**config.mk**
```make
export PLATFORM = sky130hd
export DESIGN_NAME = ceespu_uart_rx_flat
export DESIGN_NICKNAME = d
export VERILOG_FILES = /design/src/rtl/ceespu_uart_rx_if.sv /design/src/rtl/ceespu_uart_rx.sv /design/src/flat_wrapper.sv
export SDC_FILE = /design/constraint.sdc
export NUM_CORES = 1
export LEC_CHECK = 0
export CORE_MARGIN = 3
export CORE_UTILIZATION = 30
export CTS_BUF_LIST = sky130_fd_sc_hd__clkbuf_16
export CTS_CLUSTER_SIZE = 40
export DETAILED_ROUTE_END_ITERATION = 7
export GPL_TIMING_DRIVEN = 0
export PLACE_DENSITY = 0.5
export SYNTH_ARGS = -nofsm -noshare
export SYNTH_HDL_FRONTEND = slang
export SYNTH_SLANG_ARGS = --single-unit
```
**constraint.sdc**
```tcl
create_clock -name I_clk -period 1.7 [get_ports I_clk]
set_clock_uncertainty 0.1 [all_clocks]
set_input_delay 0.34 -clock I_clk [delete_from_list [all_inputs] [get_ports I_clk]]
set_output_delay 0.34 -clock I_clk [all_outputs]
set_load 0.01 [all_outputs]
```
**src/rtl/ceespu_uart_rx_if.sv**
```systemverilog
// ----------------------------------------------------------------------------
// ceespu_uart_rx_if
// Memory-bus side of the ceespu UART receiver.
//   I_rxRead   : one-cycle pop strobe (CPU read of address 65528)
//   O_rxData   : last correctly received byte (feeds I_uartRxData)
//   O_rxValid  : buffer holds an unread byte
//   O_overrun  : sticky, a byte arrived while O_rxValid was already 1
//   O_frameErr : sticky, stop bit sampled low
//   O_busy     : receiver is not idle
// master = CPU/bus side, slave = receiver side.
// ----------------------------------------------------------------------------
interface ceespu_uart_rx_if;
    logic       I_rxRead;
    logic [7:0] O_rxData;
    logic       O_rxValid;
    logic       O_overrun;
    logic       O_frameErr;
    logic       O_busy;

    modport master (
        output I_rxRead,
        input  O_rxData, O_rxValid, O_overrun, O_frameErr, O_busy
    );

    modport slave (
        input  I_rxRead,
        output O_rxData, O_rxValid, O_overrun, O_frameErr, O_busy
    );
endinterface

```
**src/rtl/ceespu_uart_rx.sv**
```systemverilog
// ----------------------------------------------------------------------------
// ceespu_uart_rx
// 8N1 UART receiver for the ceespu with a one-entry receive buffer.
// Ports:
//   I_clk  : system clock, rising edge
//   I_rst  : synchronous active-high reset
//   I_rx   : asynchronous serial line, idle high
//   bus    : ceespu_uart_rx_if.slave (read strobe in; data, valid,
//            overrun, frame error and busy out)
// CLKS_PER_BIT = CLK_FREQ/BAUD is derived and must be at least 4.
// ----------------------------------------------------------------------------
module ceespu_uart_rx #(
    parameter int CLK_FREQ = 50000000,
    parameter int BAUD     = 115200
) (
    input  logic            I_clk,
    input  logic            I_rst,
    input  logic            I_rx,
    ceespu_uart_rx_if.slave bus
);

    localparam int CLKS_PER_BIT = CLK_FREQ / BAUD;
    localparam int CNT_W        = $clog2(CLKS_PER_BIT);

    localparam logic [CNT_W-1:0] C_HALF = CNT_W'(CLKS_PER_BIT / 2 - 1);
    localparam logic [CNT_W-1:0] C_FULL = CNT_W'(CLKS_PER_BIT - 1);

    typedef enum logic [2:0] {
        S_IDLE,
        S_START,
        S_DATA,
        S_STOP,
        S_BREAK
    } state_t;

    state_t           r_state;
    logic [1:0]       r_sync;
    logic [CNT_W-1:0] r_clkCnt;
    logic [2:0]       r_bitCnt;
    logic [7:0]       r_shift;
    logic [7:0]       r_rxData;
    logic             r_rxValid;
    logic             r_overrun;
    logic             r_frameErr;
    logic             r_busy;

    logic             w_rxS;

    assign w_rxS = r_sync[1];

    always_ff @(posedge I_clk) begin
        if (I_rst) begin
            r_state    <= S_IDLE;
            r_sync     <= 2'b11;
            r_clkCnt   <= '0;
            r_bitCnt   <= '0;
            r_shift    <= '0;
            r_rxData   <= '0;
            r_rxValid  <= 1'b0;
            r_overrun  <= 1'b0;
            r_frameErr <= 1'b0;
            r_busy     <= 1'b0;
        end else begin
            r_sync <= {r_sync[0], I_rx};

            // Pop first; a stop-bit load further down overrides these,
            // so a read coinciding with a load leaves the new byte valid
            // with both flags cleared.
            if (bus.I_rxRead) begin
                r_rxValid  <= 1'b0;
                r_overrun  <= 1'b0;
                r_frameErr <= 1'b0;
            end

            case (r_state)
                S_IDLE: begin
                    if (!w_rxS) begin
                        r_state  <= S_START;
                        r_clkCnt <= '0;
                        r_busy   <= 1'b1;
                    end
                end

                S_START: begin
                    if (r_clkCnt == C_HALF) begin
                        r_clkCnt <= '0;
                        r_bitCnt <= '0;
                        if (!w_rxS) begin
                            r_state <= S_DATA;
                        end else begin
                            // Line went back high before mid start bit.
                            r_state <= S_IDLE;
                            r_busy  <= 1'b0;
                        end
                    end else begin
                        r_clkCnt <= r_clkCnt + CNT_W'(1);
                    end
                end

                S_DATA: begin
                    if (r_clkCnt == C_FULL) begin
                        r_clkCnt <= '0;
                        r_shift  <= {w_rxS, r_shift[7:1]};
                        if (r_bitCnt == 3'd7) begin
                            r_bitCnt <= '0;
                            r_state  <= S_STOP;
                        end else begin
                            r_bitCnt <= r_bitCnt + 3'd1;
                        end
                    end else begin
                        r_clkCnt <= r_clkCnt + CNT_W'(1);
                    end
                end

                S_STOP: begin
                    if (r_clkCnt == C_FULL) begin
                        r_clkCnt <= '0;
                        if (w_rxS) begin
                            r_rxData  <= r_shift;
                            r_rxValid <= 1'b1;
                            if (r_rxValid && !bus.I_rxRead) begin
                                r_overrun <= 1'b1;
                            end
                            r_state <= S_IDLE;
                            r_busy  <= 1'b0;
                        end else begin
                            r_frameErr <= 1'b1;
                            r_state    <= S_BREAK;
                        end
                    end else begin
                        r_clkCnt <= r_clkCnt + CNT_W'(1);
                    end
                end

                S_BREAK: begin
                    // Wait for the line to return high so a held-low line
                    // is not taken as a new start bit.
                    if (w_rxS) begin
                        r_state <= S_IDLE;
                        r_busy  <= 1'b0;
                    end
                end

                default: begin
                    r_state <= S_IDLE;
                    r_busy  <= 1'b0;
                end
            endcase
        end
    end

    assign bus.O_rxData   = r_rxData;
    assign bus.O_rxValid  = r_rxValid;
    assign bus.O_overrun  = r_overrun;
    assign bus.O_frameErr = r_frameErr;
    assign bus.O_busy     = r_busy;

endmodule

```
**src/flat_wrapper.sv**
```systemverilog
// flat-port wrapper written by rule: the top's interface ports become plain ports
module ceespu_uart_rx_flat 
#(
    parameter int CLK_FREQ = 50000000,
    parameter int BAUD     = 115200
)
  (I_clk, I_rst, I_rx, bus_I_rxRead, bus_O_rxData, bus_O_rxValid, bus_O_overrun, bus_O_frameErr, bus_O_busy);
  ceespu_uart_rx_if bus_i ();
  input  logic I_clk;
  input  logic I_rst;
  input  logic I_rx;
  input wire logic [$bits(bus_i.I_rxRead)-1:0] bus_I_rxRead;
  output wire logic [$bits(bus_i.O_rxData)-1:0] bus_O_rxData;
  output wire logic [$bits(bus_i.O_rxValid)-1:0] bus_O_rxValid;
  output wire logic [$bits(bus_i.O_overrun)-1:0] bus_O_overrun;
  output wire logic [$bits(bus_i.O_frameErr)-1:0] bus_O_frameErr;
  output wire logic [$bits(bus_i.O_busy)-1:0] bus_O_busy;
  assign bus_i.I_rxRead = bus_I_rxRead;
  assign bus_O_rxData = bus_i.O_rxData;
  assign bus_O_rxValid = bus_i.O_rxValid;
  assign bus_O_overrun = bus_i.O_overrun;
  assign bus_O_frameErr = bus_i.O_frameErr;
  assign bus_O_busy = bus_i.O_busy;
  ceespu_uart_rx #(.CLK_FREQ(CLK_FREQ), .BAUD(BAUD)) u_core (.I_clk(I_clk), .I_rst(I_rst), .I_rx(I_rx), .bus(bus_i));
endmodule
```
Word level (Yosys, flattened, before mapping)
Index checks and enable logic that the tools add are counted.
- register bits after elaboration: 37
- input port bits: 4
- output and inout bits: 12
- word-level logic and storage cells: 73
- $add $sub $neg: 2
- equal/unequal tests: 13
- muxes and demuxes: 35
- bitwise logic cells: 1
- reductions and logical operators: 12
- operator list (kind ; number):
    two-way mux 3 bit ; 10
    two-way mux 9 bit ; 3
    one-hot mux 9 bit (3 select lines) ; 1
    two-way mux 1 bit ; 17
    one-hot mux 3 bit (5 select lines) ; 1
    inequality test 2 x 1 -> 1 bit (second input constant) ; 5
    adder 9 x 1 -> 9 bit (second input constant) ; 1
    equality test 9 x 8 -> 1 bit (second input constant) ; 1
    equality test 9 bit (second input constant) ; 1
    equality test 3 x 2 -> 1 bit (second input constant) ; 2
    equality test 3 bit (second input constant) ; 2
    one-hot mux 3 bit (2 select lines) ; 1
    AND reduction 3 bit ; 2
    AND reduction 6 bit ; 1
    one-hot mux 1 bit (5 select lines) ; 1
    AND reduction 2 bit ; 2
    AND reduction 4 bit ; 1
    adder 3 x 1 -> 3 bit (second input constant) ; 1
    equality test 3 x 1 -> 1 bit (second input constant) ; 1
    zero test 3 bit ; 1
    nonzero test 3 bit ; 1
    two-way mux 2 bit ; 1
    inequality test 2 bit (second input constant) ; 1
    nonzero test 2 bit ; 1
    4 further kinds ; 4

Logic depth before layout (Yosys ltp)
- depth in word-level cells: 6
- mapped depth: 7
- mapped depth without buffers: 6

Worst setup path after synthesis
No wires, ideal clock.
- path kind: reg-to-reg
- start: register u_core.r_clkCnt[0]
- end: register u_core.r_state[0]
- library setup time: 70 ps
- arrival time: 1497 ps
- setup slack: 33 ps
- stages on the path, launching flop included: 6
- buffers on the path: 0
- period minus slack after synthesis: 1667 ps
- cell sequence: dfxtp_1 -> ha_1 -> nand4b_2 -> o21ba_1 -> or4_1 -> a21oi_1
- word-level cells in the longest chain between the ends: 3
- elaborated cells on any way between the ends: 6
- ends and longest elaborated chain (item ; line ; source):
    from (decl) ; ceespu_uart_rx.sv:38 ; logic [CNT_W-1:0] r_clkCnt;
    from (signal assigned) ; ceespu_uart_rx.sv:96 ; r_clkCnt <= r_clkCnt + CNT_W'(1);
    from (signal assigned) ; ceespu_uart_rx.sv:111 ; r_clkCnt <= r_clkCnt + CNT_W'(1);
    from (signal assigned) ; ceespu_uart_rx.sv:131 ; r_clkCnt <= r_clkCnt + CNT_W'(1);
    equality test 9 bit / equality test 9 x 8 -> 1 bit (equally long branches) ; ceespu_uart_rx.sv:101, ceespu_uart_rx.sv:116, ceespu_uart_rx.sv:85 ;
    inequality test 2 x 1 -> 1 bit (no source line) ; -- ;
    AND reduction 6 bit (no source line) * ; -- ;
    to (signal assigned) ; ceespu_uart_rx.sv:106 ; r_state <= S_STOP;
    to (signal assigned) ; ceespu_uart_rx.sv:124 ; r_state <= S_IDLE;
    to (signal assigned) ; ceespu_uart_rx.sv:128 ; r_state <= S_BREAK;
    to (decl) ; ceespu_uart_rx.sv:36 ; state_t r_state;
Every way passes the cells marked *; elsewhere a longest branch is shown, timed or not.
A chain may end at the register's enable or synchronous reset.

Worst setup path in the final report
- start: register u_core.r_clkCnt[1]
- end: register u_core.r_clkCnt[2]
- word-level cells in the longest chain between the ends: 3
- elaborated cells on any way between the ends: 6
- ends and longest elaborated chain (item ; line ; source):
    adder 9 x 1 -> 9 bit, or another cell as far along ; ceespu_uart_rx.sv:96, ceespu_uart_rx.sv:111, ceespu_uart_rx.sv:131 ;
    two-way mux 9 bit (on tied branches) ; ceespu_uart_rx.sv:101, ceespu_uart_rx.sv:116, ceespu_uart_rx.sv:85 ;
    one-hot mux 9 bit (3 select lines) * ; ceespu_uart_rx.sv:75 ; case (r_state)
Marks and branches as above.

==> metrics.yaml <==
status:
  outcome: "finished, violations left"
  violations: "setup timing"
routing:
  wl_per_cell_um: 13.7
  viasPerCell: 4.89
  firstDrtPassIters: 4
  routed_wl_mm: 4.09
  drc: 0
  num_vias: 1463
  drtIter0Drc: 45
  ant_nets: 0
setup_path:
  critPathSlowestCell: "dfxtp_2"
  end_kind: "flop"
  cp_slowest_stage_delay_ns: 0.33
  critical_path_arrival_ns: 1.81
  crit_chain: "inv_2 -> buf_6 -> ha_4 -> and4b_2 -> a21boi_4 -> buf_6 -> o211ai_1 -> a21oi_1"
  crit_type: "reg2reg"
  worst_ep_required_time_ns: 1.80
  cp_max_fo: 5
  worstSetupStartpointType: "flop"
  worst_path_most_repeated_cell: "buf_6"
synthesis:
  yosysUniqueCellTypes: 44
  syn_nets: 201
  avgSynthCellArea_um2: 9.09
  yosys.area.top_type: "dfxtp_1"
  yosys_warnings: 0
  ys_top_cells_by_area: "dfxtp_1 42%, mux2i_1 9.7%, nor2_1 4.7%, a21oi_1 4.0%, ha_1 3.6%"
  synth_area_um2: 1750
  yosysSeqAreaShare_pct: 42.4
  yosys.area.top_type_share_pct: 42.4
  syn_inst: 192
  ys_ff_latch: 37
clock_network:
  cts-htree-levels: 2
  clock_path_buffers: 2
  cts_root_buf: "clkbuf_16"
  clk_latency_ns: 0.28
  cts_tree: "done"
  path_clk_slew_ns: 0.06
  numCtsBuffers: 5
  cts.sinks: 37
timing:
  worst_pin_slew_ns: 0.447
  setup-tns-final_ns: -0.0105
  fin_crit_ns: 1.71
  hold_violations: 0
  finalMaxSlewViolations: 0
  rsz0062_at_grt: "true"
  relSlewSlack_pct: 70.2
  period_share_pct: 100
  worst_slack_ns: -0.00712
  max_freq_mhz: 586
  setup_viol: 2
pwr:
  ir_drop_mv: 0.446
  leakagePower_nw: 0.902
  powerDensity_nw_per_um2: 835
final_layout:
  n_antenna_cell: 0
  drive_gt1_share_pct: 27.8
  final_net_count: 235
  area_delta_synth_final_pct: 39.2
  final_cell_mix: "29 x dfxtp_1, 22 x nor2_1, 17 x mux2i_1"
  final_cell_area_um2: 2430
  fillers: 555
  postLayoutCoreUtil_pct: 43.6
  final_common_cell: "dfxtp_1"
global_routing:
  grt_util_all_layers_pct: 12.1
  grt_pass1_wl_mm: 6.33
  grt_pass1_vias: 1305
  antenna_found_initial: 0
  grt_start_max_net_pins: 14
  grt_overflow_total: 0
floorplanning:
  die_y_um: 82.3
  ioPinCount: 16
  die_w_um: 82.3
  dieArea_um2: 6770
  core.rowCount: 27
  core_area_um2: 5570
  initial_utilization_pct: 31.3
flow_run:
  drv_cap: 0
placed_design:
  hpwl_mm: 2.44
  place_area_um2: 1990
  gp_congestion: 0.746
  io_buffers: 15
hold_path:
  hold_class: "reg2reg"
report_power, final:
group | switching (mW) | total (mW) | internal, mW
registers | 0.00464 | 0.875 | 0.871
clock network | 0.371 | 1.06 | 0.694
logic | 0.0506 | 0.0888 | 0.0382
timing repair:
item / 4_1_cts / 5_1_grt
gates cloned: 1 / 2
setup buffers: 4 / 7
resized for setup: 16 / 44
hold buffers: 0 / 0
setup endpoints to repair: 32 / 32
pin swaps: 2 / 20
synth_stat cells:
cell type   n
nor4_1      5
or3_1       1
nand4bb_4   1
a311oi_1    1
o211ai_1    1
a211oi_1    1
o221ai_1    1
o21ai_0     2
inv_1       6
nor3b_1     2
a31oi_1     1
a22oi_1     1
nand2b_4    1
and4bb_2    1
ha_1        5
o21a_1      3
buf_2       3
nor4_4      1
a311o_1     1
mux2i_1    17
or4_1       1
buf_4       2
nor2_1     22
nand3b_1    4
nand3_1     3
dfxtp_1    37
xnor2_1     1
clkbuf_2    1
o31ai_1     1
a21oi_1    14
and4b_1     1
nand4_1     1
o22ai_1     7
and2_1      2
nor3_1      7
nand2_1    15
o21ba_1     1
nand2b_1    2
o31a_1      2
or2_2       3
o21ai_1     1
clkbuf_1    7
nand4b_2    1
a21boi_1    1
final timing paths:
kind	start	end	slack, ns	cells after the start
min	u_core.r_sync[0]	u_core.r_sync[1]	0.31	1
max reg2reg	u_core.r_clkCnt[1]	u_core.r_clkCnt[2]	-0.007	8
min reg2reg	u_core.r_sync[0]	u_core.r_sync[1]	0.31	1
max	u_core.r_clkCnt[1]	u_core.r_clkCnt[2]	-0.007	8
routing by layer:
layer	up-vias	wire length (um)	GRT usage, %	part of all wire, %
met4	0	49	4.98	1.2
li1	754	-	-	-
met5	-	0	0	0
met3	4	80	2.60	2.0
met1	691	2060	17.1	51
met2	14	1890	17.8	46
registers in the layout (all words and copies together), names as in the netlist:
register and flops:
u_core.bus.O_busy 1, u_core.bus.O_frameErr 1, u_core.bus.O_overrun 1, u_core.bus.O_rxData 8, u_core.bus.O_rxValid 1, u_core.r_bitCnt 3
u_core.r_clkCnt 9, u_core.r_shift 8, u_core.r_state 3, u_core.r_sync 2
layout make-up:
| type | instances | area (um2) | share of cell area, % |
|---|---|---|---|
| plain buffers | 11 | 81.3 | 3.35 |
| clock buffers | 5 | 125 | 5.15 |
| clock inverters | 3 | 46.3 | 1.91 |
| inverters | 6 | 22.5 | 0.927 |
| multi-input cells | 136 | 1040 | 42.7 |
| flip-flops and latches | 37 | 756 | 31.1 |
| well taps | 72 | 90.1 | 3.71 |
| repair buffers | 29 | 270 | 11.1 |
critical path, delay by kind of cell (launching register included):
| family | cells | cell delay (ns) |
|---|---|---|
| AO/OA/AOI/OAI | 3 | 0.50 |
| adder cells (fa/ha/maj) | 1 | 0.14 |
| buffers and inverters | 3 | 0.32 |
| flip-flops | 1 | 0.33 |
| AND/OR/NAND/NOR | 1 | 0.24 |
kinds of logic (layout without fill, tap and decap cells):
logic type,after synthesis,in the layout,share of synthesized area (%)
DFF,37,37,42.4
xor gates and xnor gates,1,1,0.502
buffers and inverters,19,54,4.80
and+or+nand+nor,74,74,24.6
AOI/OAI and AO/OA,39,39,14.3
adders and majority gates,5,5,3.58
muxes,17,17,9.75
metrics by stage:
step | std cells | hold WS [ns] | total power, mW | setup WS (ns)
floorplan | 192 | 0.289 | 0.941 | 0.0327
global placement | 279 | 0.292 | 0.970 | -0.320
detailed placement | 279 | 0.299 | 0.968 | -0.323
CTS | 291 | 0.312 | 2.04 | -0.0413
global route | 299 | 0.316 | 2.09 | -0.0808
finish | 299 | 0.308 | 2.03 | -0.00712
(Power assumes the default switching activity.)
